--- src/rtl/frog_move_scheduler.sv ---
// frog_move_scheduler
// Converts held direction-key levels into discrete one-hop move commands.
// Adds frame-timed typematic auto-repeat, fixed key priority
// (up > down > left > right) and a req/ack handshake toward the game logic.

module frog_move_scheduler #(
  parameter int INITIAL_DELAY = 15,  // frames from first accepted move to first repeat (1..63)
  parameter int REPEAT_PERIOD = 8    // frames between later repeats (1..63)
) (
  input  logic       clk,
  input  logic       resetN,         // asynchronous, active-high despite the name
  input  logic       startOfFrame,
  input  logic       enable,
  input  logic       up,
  input  logic       down,
  input  logic       left,
  input  logic       right,
  input  logic       move_ack,
  output logic       move_req,
  output logic [1:0] move_dir,
  output logic [7:0] move_count
);

  localparam logic [1:0] IDLE        = 2'd0;
  localparam logic [1:0] ISSUE       = 2'd1;
  localparam logic [1:0] WAIT_FIRST  = 2'd2;
  localparam logic [1:0] WAIT_REPEAT = 2'd3;

  localparam logic [5:0] INIT_CNT = 6'(INITIAL_DELAY);
  localparam logic [5:0] REP_CNT  = 6'(REPEAT_PERIOD);

  logic [1:0] state;
  logic [1:0] dir_r;
  logic [5:0] cnt;
  logic       first;
  logic [3:0] keys_d;

  logic [3:0] keys;
  logic [3:0] rise;
  logic       new_key;
  logic       dir_held;
  logic       any_key;
  logic [1:0] sel_dir;

  // Bit index equals the move_dir encoding, so dir_r indexes keys directly.
  assign keys     = {right, left, down, up};
  assign rise     = keys & ~keys_d;
  assign new_key  = |(rise & ~(4'b0001 << dir_r));
  assign dir_held = keys[dir_r];
  assign any_key  = |keys;

  // Fixed-priority selection of the held key; only consumed when any_key is set.
  always_comb begin
    // NOTE: default first so every path assigns sel_dir and no latch is inferred.
    sel_dir = 2'd3;
    if (up)        sel_dir = 2'd0;
    else if (down) sel_dir = 2'd1;
    else if (left) sel_dir = 2'd2;
  end

  // Key history for rising-edge detection.
  always_ff @(posedge clk or posedge resetN) begin
    // NOTE: sequential state uses non-blocking assignments so every register samples pre-edge values.
    if (resetN) keys_d <= '0;
    else        keys_d <= keys;
  end

  // Move FSM: select, issue with handshake, then count frames to the next repeat.
  always_ff @(posedge clk or posedge resetN) begin
    if (resetN) begin
      state      <= IDLE;
      dir_r      <= 2'd0;
      cnt        <= '0;
      first      <= 1'b0;
      move_count <= '0;
    end else begin
      case (state)
        IDLE: begin
          if (enable && any_key) begin
            dir_r <= sel_dir;
            first <= 1'b1;
            state <= ISSUE;
          end
        end

        // The committed move stays up until acked even if the key is released.
        // A frame tick coinciding with the ack is ignored: counting starts at the reload.
        ISSUE: begin
          if (move_ack) begin
            move_count <= move_count + 8'd1;
            first      <= 1'b0;
            if (first) begin
              state <= WAIT_FIRST;
              cnt   <= INIT_CNT;
            end else begin
              state <= WAIT_REPEAT;
              cnt   <= REP_CNT;
            end
          end
        end

        // Release beats expiry; a newly pressed other key restarts selection.
        WAIT_FIRST, WAIT_REPEAT: begin
          if (!dir_held) begin
            state <= IDLE;
          end else if (new_key) begin
            state <= IDLE;
          end else if (startOfFrame) begin
            if (cnt <= 6'd1) state <= ISSUE;
            else             cnt   <= cnt - 6'd1;
          end
        end

        default: state <= IDLE;
      endcase

      // NOTE: later non-blocking assignment wins, so this override beats the case above;
      // an ack coinciding with enable low is still counted.
      if (!enable) begin
        state <= IDLE;
        cnt   <= '0;
      end
    end
  end

  assign move_req = (state == ISSUE);
  assign move_dir = dir_r;

endmodule
--- config.mk ---
export PLATFORM = sky130hd
export DESIGN_NAME = frog_move_scheduler
export DESIGN_NICKNAME = d
export VERILOG_FILES = /design/src/rtl/frog_move_scheduler.sv
export SDC_FILE = /design/constraint.sdc
export NUM_CORES = 1
export LEC_CHECK = 0
export CAP_MARGIN = 5
export CORE_MARGIN = 2
export CORE_UTILIZATION = 40
export DETAILED_ROUTE_END_ITERATION = 7
export HOLD_SLACK_MARGIN = 0.15
export PLACE_DENSITY = 0.74
export RECOVER_POWER = 25
export SETUP_SLACK_MARGIN = 0.2
export SYNTH_ARGS = -nofsm -noshare
export SYNTH_HDL_FRONTEND = slang
export SYNTH_SLANG_ARGS = --single-unit
--- constraint.sdc ---
create_clock -name clk -period 2.7 [get_ports clk]
set_input_delay 0.54 -clock clk [delete_from_list [all_inputs] [get_ports clk]]
set_output_delay 0.54 -clock clk [all_outputs]
set_load 0.01 [all_outputs]
==> results.ini, run 1 <==
[status]
status=finished with violations
violations=DRC

[worst_setup_path]
crit_slowest_cell=clkdlybuf4s50_1
setup.worst_path.start_class=flip-flop
path_buf_inv=1
reg2reg_setup_slack_ns=0.69
cp_cell_sequence=nor2b_1, clkdlybuf4s50_1
max_stage_delay_ns=0.59
worstRegToRegCells=8
cp_max_fo=10
r2r-end=cnt[3]
required_ns=2.16
r2r_start=cnt[0]
path_class=reg2out
path_delay_family=buffers and inverters
worstSetupEndpointType=output port
critPathArrivalTime_ns=1.68

[yosys]
syn_avg_cell_area_um2=9.97
synthTopCellsByArea=dfrtp_1 48%, nand2_1 5.6%, ha_1 3.1%
yosysTopAreaCellShare=0.477
yosysWarnings=0
synth-seq-cells=23
ys_seq_area_frac=0.477
synth_cell_types=36
synthCells=121
yosys.area.top_type=dfrtp_1
synthesis.nets=133
syn_area_um2=1210

[timing]
fmax_mhz=451
finalMaxSlewViolations=0
rsz0062_at_grt=no
hold_viol=0
finalCritPeriodShare=0.821
clock_skew_ns=0.000905
setup_viol=0
slew_headroom=0.178
min_period_ns=2.22
tns_ns=0
tightestPinTransition_ns=1.23

[pwr]
vdd_ir_drop_max_mv=0.538
total_leakage_power_nw=0.647
p_total_mw=1.03
power.density_nw_per_um2=704

[detailed_routing]
drtIter0Drc=19
wl_per_cell_um=13.1
vias_per_cell=5.42
dr.pass1.iters=6
wirelength_um=2270
ant_nets=0
vias=943
drc=1

[min_path]
holdCritPathClass=reg2reg
whs_path_depth=1
min_from=move_count[7]
min_to=move_count[7]

[floorplanning]
die_w_um=58.9
io_pins=20
die_h_um=58.9
die_area_um2=3470
core-area_um2=2810
rows=19
start_util=0.430

[cells_and_area]
syn2layout_area_growth_pct=20.9
diodes=0
regArea_um2=576
multiInputGateArea_um2=599
drive_gt1_frac=0.0909
fillers=245
finalNetCount=156

[place]
dp_hpwl_um=1740
io_buffers=19
gp_congestion=0.780

[clock_tree]
insertion_delay_ns=0.32
cts_resized=0
cts_tree=built
clk_pin_slew_ns=0.13
cts_setup_buffers=0
cts_sinks=23
h-tree-depth=1
root_buffer=clkbuf_4
ctsHoldBuffers=0
cts-buffers-inserted=3
max-clock-path-buffers=2

[global_routing]
grt_pass1_vias=925
antenna_found_initial=0
grt_first_pass_wirelength_um=4010
grt_start_max_net_pins=24
grt_usage=0.156
grt_overflow=0

[flow_run]
max_cap_viol_count=0

==> state kept, by name, indices dropped and copies added (netlist names) <==
signal and cells:
keys_d 4, first 1, state 2, move_count 8, move_dir 2, cnt 6
==> cell usage in the layout (no fill, tap or decap), types with 2 or more instances in the layout <==
master            n
clkbuf_4          3
dfrtp_1          23
ha_1              3
xnor2_1           4
nor2b_1           5
a21oi_1           6
a21o_1            2
nor3b_1           2
xor2_1            3
o21ai_0           4
a21o_2            3
nand2_1          18
mux2i_1           3
inv_1             6
clkdlybuf4s50_1  17
nand3_1           7
nor3_1            3
nor2_1            9
dlygate4sd3_1     2
==> synth_stat cells (all sizes together) <==
| cell | n |
|---|---|
| nor3b | 2 |
| nand3b | 1 |
| nor3 | 4 |
| a21oi | 6 |
| nor2 | 9 |
| dfrtp | 23 |
| a21o | 5 |
| and2 | 1 |
| xnor2 | 4 |
| buf | 1 |
| mux2 | 1 |
| mux4 | 1 |
| nor4 | 1 |
| inv | 6 |
| clkbuf | 1 |
| nand2b | 1 |
| o211ai | 1 |
| xor2 | 3 |
| o2111a | 1 |
| a2111oi | 1 |
| nand3 | 7 |
| nand2 | 19 |
| o21ai | 5 |
| and3 | 1 |
| ha | 3 |
| o22a | 1 |
| nor4b | 1 |
| or3 | 1 |
| nor2b | 5 |
| or4 | 1 |
| mux2i | 3 |
| nand4 | 1 |
==> cells by family after synthesis <==
| kind of cell | synth area share |
|---|---|
| AOI/OAI and AO/OA | 0.118 |
| xor gates and xnor gates | 0.0508 |
| adders and majority gates | 0.0311 |
| buffers and inverters | 0.0259 |
| DFF | 0.477 |
| muxes | 0.0560 |
| and+or+nand+nor | 0.241 |
==> worst max-delay path by stage <==
| stage | to | cells past startpoint | slack, ns | from |
|---|---|---|---|---|
| 2_1_floorplan | cnt[3] | 8 | 0.90 | cnt[0] |
| 3_3_place_gp | cnt[2] | 7 | 0.39 | down |
| 3_5_place_dp | cnt[2] | 7 | 0.33 | right |
| 4_1_cts | move_req | 2 | 0.48 | state[1] |
| 5_1_grt | move_req | 2 | 0.38 | state[1] |
| 6_report | move_req | 2 | 0.48 | state[1] |
==> final cells by class <==
class / instances / area share
clock buffers: 3 / 0.0155
clock inverters: 1 / 0.00343
inverters: 6 / 0.0155
multi-input cells: 90 / 0.411
flip-flops and latches: 23 / 0.395
well taps: 31 / 0.0266
repair buffers: 20 / 0.133
==> layer usage <==
| layer | part of all wire | vias to the layer above | global-route usage |
|---|---|---|---|
| met1 | 0.45 | 455 | 0.201 |
| met3 | 0.036 | 5 | 0.0352 |
| met2 | 0.49 | 19 | 0.246 |
| met4 | 0.022 | 0 | 0.0779 |
| met5 | 0 | - | 0 |
| li1 | - | 464 | - |
==> report_power, final <==
group,internal (mW),switching [mW]
registers,0.412,0.0809
clock network,0.0555,0.109
logic,0.196,0.172
==> worst reg2reg max path, stage by stage (launching register included) <==
cell	delay, ns
dfrtp_1	0.43
inv_1	0.08
ha_1	0.24
nor2_1	0.14
nor3_2	0.08
or4_1	0.41
nor3_1	0.22
mux2i_1	0.21
a21oi_1	0.08
==> through the flow <==
stage	hold WS, ns	instances	worst slack, ns	util	instance area [um^2]
finish	0.495	174	0.484	0.520	1460
global route	0.532	174	0.377	0.520	1460
CTS	0.503	174	0.480	0.521	1460
detailed placement	0.481	170	0.327	0.511	1430
global placement	0.459	170	0.385	0.511	1430
floorplan	0.495	121	0.902	-	1210
No activity file was read; power rests on OpenSTA's default activity.
==> inputs of run 2 (changes only) <==
--- a/config.mk
+++ b/config.mk
@@ -10,7 +10,7 @@
 export CORE_UTILIZATION = 40
 export DETAILED_ROUTE_END_ITERATION = 7
 export HOLD_SLACK_MARGIN = 0.15
-export PLACE_DENSITY = 0.74
+export PLACE_DENSITY = 0.76
 export RECOVER_POWER = 25
 export SETUP_SLACK_MARGIN = 0.2
 export SYNTH_ARGS = -nofsm -noshare
==> constraint.sdc (replaced) <==
create_clock -name clk -period 2 [get_ports clk]
set_input_delay 0.4 -clock clk [delete_from_list [all_inputs] [get_ports clk]]
set_output_delay 0.4 -clock clk [all_outputs]
set_load 0.01 [all_outputs]
==> results.ini, run 2 (synthesis gave the netlist of run 1 again) <==
[status]
status=finished with violations
violations=DRC

[worst_setup_path]
path_buf_inv=1
cp-startpoint=cnt[0]
cp_cell_sequence=buf_6, ha_4, nor2_4, nor3_2, or4_4, nor3_4, mux2i_1, a21oi_1
required_ns=2.22
r2r_start=cnt[0]
setup.worst_path.start_class=flip-flop
crit_slowest_cell=dfrtp_1
critPathArrivalTime_ns=2.07
worstSetupEndpointType=flip-flop
reg2reg_setup_slack_ns=0.15
path_delay_family=simple AND/OR/NAND/NOR gates
cp_max_fo=3
path_class=reg2reg
max_stage_delay_ns=0.44

[cells_and_area]
drive_gt1_frac=0.315
diodes=0
largest_reg_flops=8
finalNetCount=175
syn2layout_area_growth_pct=43.9
reg_top3=move_count: 8 flops, cnt: 6 flops, keys_d: 4 flops
final_util=0.619
regMostFlops=move_count
final_common_cell=dfrtp_1
fillers=231
mostFrequentLayoutCells=21 x dfrtp_1, 18 x nand2_1, 17 x buf_4

[timing]
tightestPinTransition_ns=1.26
slew_headroom=0.163
clock_skew_ns=0.00723
setup_slack_ns=0.152
finalMaxSlewViolations=0
finalCritPeriodShare=0.924
min_period_ns=1.85
hold_viol=0
setup_viol=0
rsz0062_at_grt=yes
fmax_mhz=541

[place]
io_buffers=19
dp_hpwl_um=1830
gp_congestion=0.909
dp_worst_setup_slack_ns=-0.208

[clock_tree]
cts-buffers-inserted=3
h-tree-depth=1
root_buffer=clkbuf_4
ctsHoldBuffers=0
cts_tree=built
cts_sinks=23
max-clock-path-buffers=2
clk_pin_slew_ns=0.14
insertion_delay_ns=0.32

[floorplanning]
io_pins=20
rows=19
start_util=0.430
die_h_um=58.9
die_area_um2=3470
core-area_um2=2810
die_w_um=58.9

[detailed_routing]
drc=1
drtIter0Drc=34
wl_per_cell_um=14.4
wirelength_um=2780
dr.pass1.iters=6
vias=1031
vias_per_cell=5.34
ant_nets=0

[pwr]
vdd_ir_drop_max_mv=0.746
p_total_mw=1.62
total_leakage_power_nw=0.773
power.density_nw_per_um2=936

[global_routing]
grt_pass1_vias=1031
grt_usage=0.173
grt_start_max_net_pins=24
grt_overflow=0
grt_first_pass_wirelength_um=4630
antenna_found_initial=0

[min_path]
holdCritPathClass=in2reg
min_from=right

[flow_run]
max_cap_viol_count=0

[run 2: cell count changes in the layout (fill, tap and decap cells not counted), moves of 3 or more]
cell / previous run / this run
buf_4: 0 / 17
nor2_1: 9 / 6
nor2_4: 0 / 3
nor2b_1: 5 / 2
[run 2: path summary, 6_finish.rpt]
path	end	depth (start not counted)
worst max-delay path	cnt[3]	8
worst min-delay path	keys_d[3]	1
worst max register to register	cnt[3]	8
worst min register to register	move_count[7]	1
max in group asynchronous	move_dir[1]	3
min in group asynchronous	keys_d[2]	3
[run 2: final cells by class]
| class | instances | area [um^2] | area share |
|---|---|---|---|
| clock buffers | 3 | 22.5 | 0.0130 |
| clock inverters | 1 | 5.00 | 0.00288 |
| repair buffers | 39 | 355 | 0.205 |
| well taps | 31 | 38.8 | 0.0224 |
| inverters | 6 | 22.5 | 0.0130 |
| multi-input cells | 90 | 713 | 0.411 |
| flip-flops and latches | 23 | 578 | 0.333 |
[run 2: worst register-to-register path, cell delays in order (launching register included)]
cell	delay, ns
dfrtp_1	0.44
buf_6	0.14
ha_4	0.15
nor2_4	0.07
nor3_2	0.05
or4_4	0.44
nor3_4	0.18
mux2i_1	0.20
a21oi_1	0.08
[run 2: report_power, final]
group          total [mW]  switching, mW  internal [mW]
Sequential          0.663          0.104          0.559
Combinational       0.739          0.328          0.411
Clock               0.223          0.148         0.0749
[run 2: what timing repair did]
action,in CTS,in global routing
setup endpoints to repair,9,10
gates resized for setup,18,15
pin swaps,2,4
setup buffers,6,4
[run 2: metrics by stage]
step | hold WS [ns] | area [um^2] | std cells | TNS (ns)
after CTS | 0.412 | 1650 | 189 | 0
after floorplan | 0.402 | 1210 | 121 | 0
after detailed placement | 0.466 | 1500 | 179 | -1.06
after global placement | 0.466 | 1500 | 179 | -0.570
after global routing | 0.425 | 1740 | 193 | 0
final | 0.414 | 1740 | 193 | 0
[run 2: per-layer routing]
| metal | track usage | wire length [um] |
|---|---|---|
| met1 | 0.232 | 1290 |
| met2 | 0.279 | 1360 |
| met3 | 0.0462 | 124 |
| met4 | 0.0390 | 8 |
| met5 | 0 | 0 |
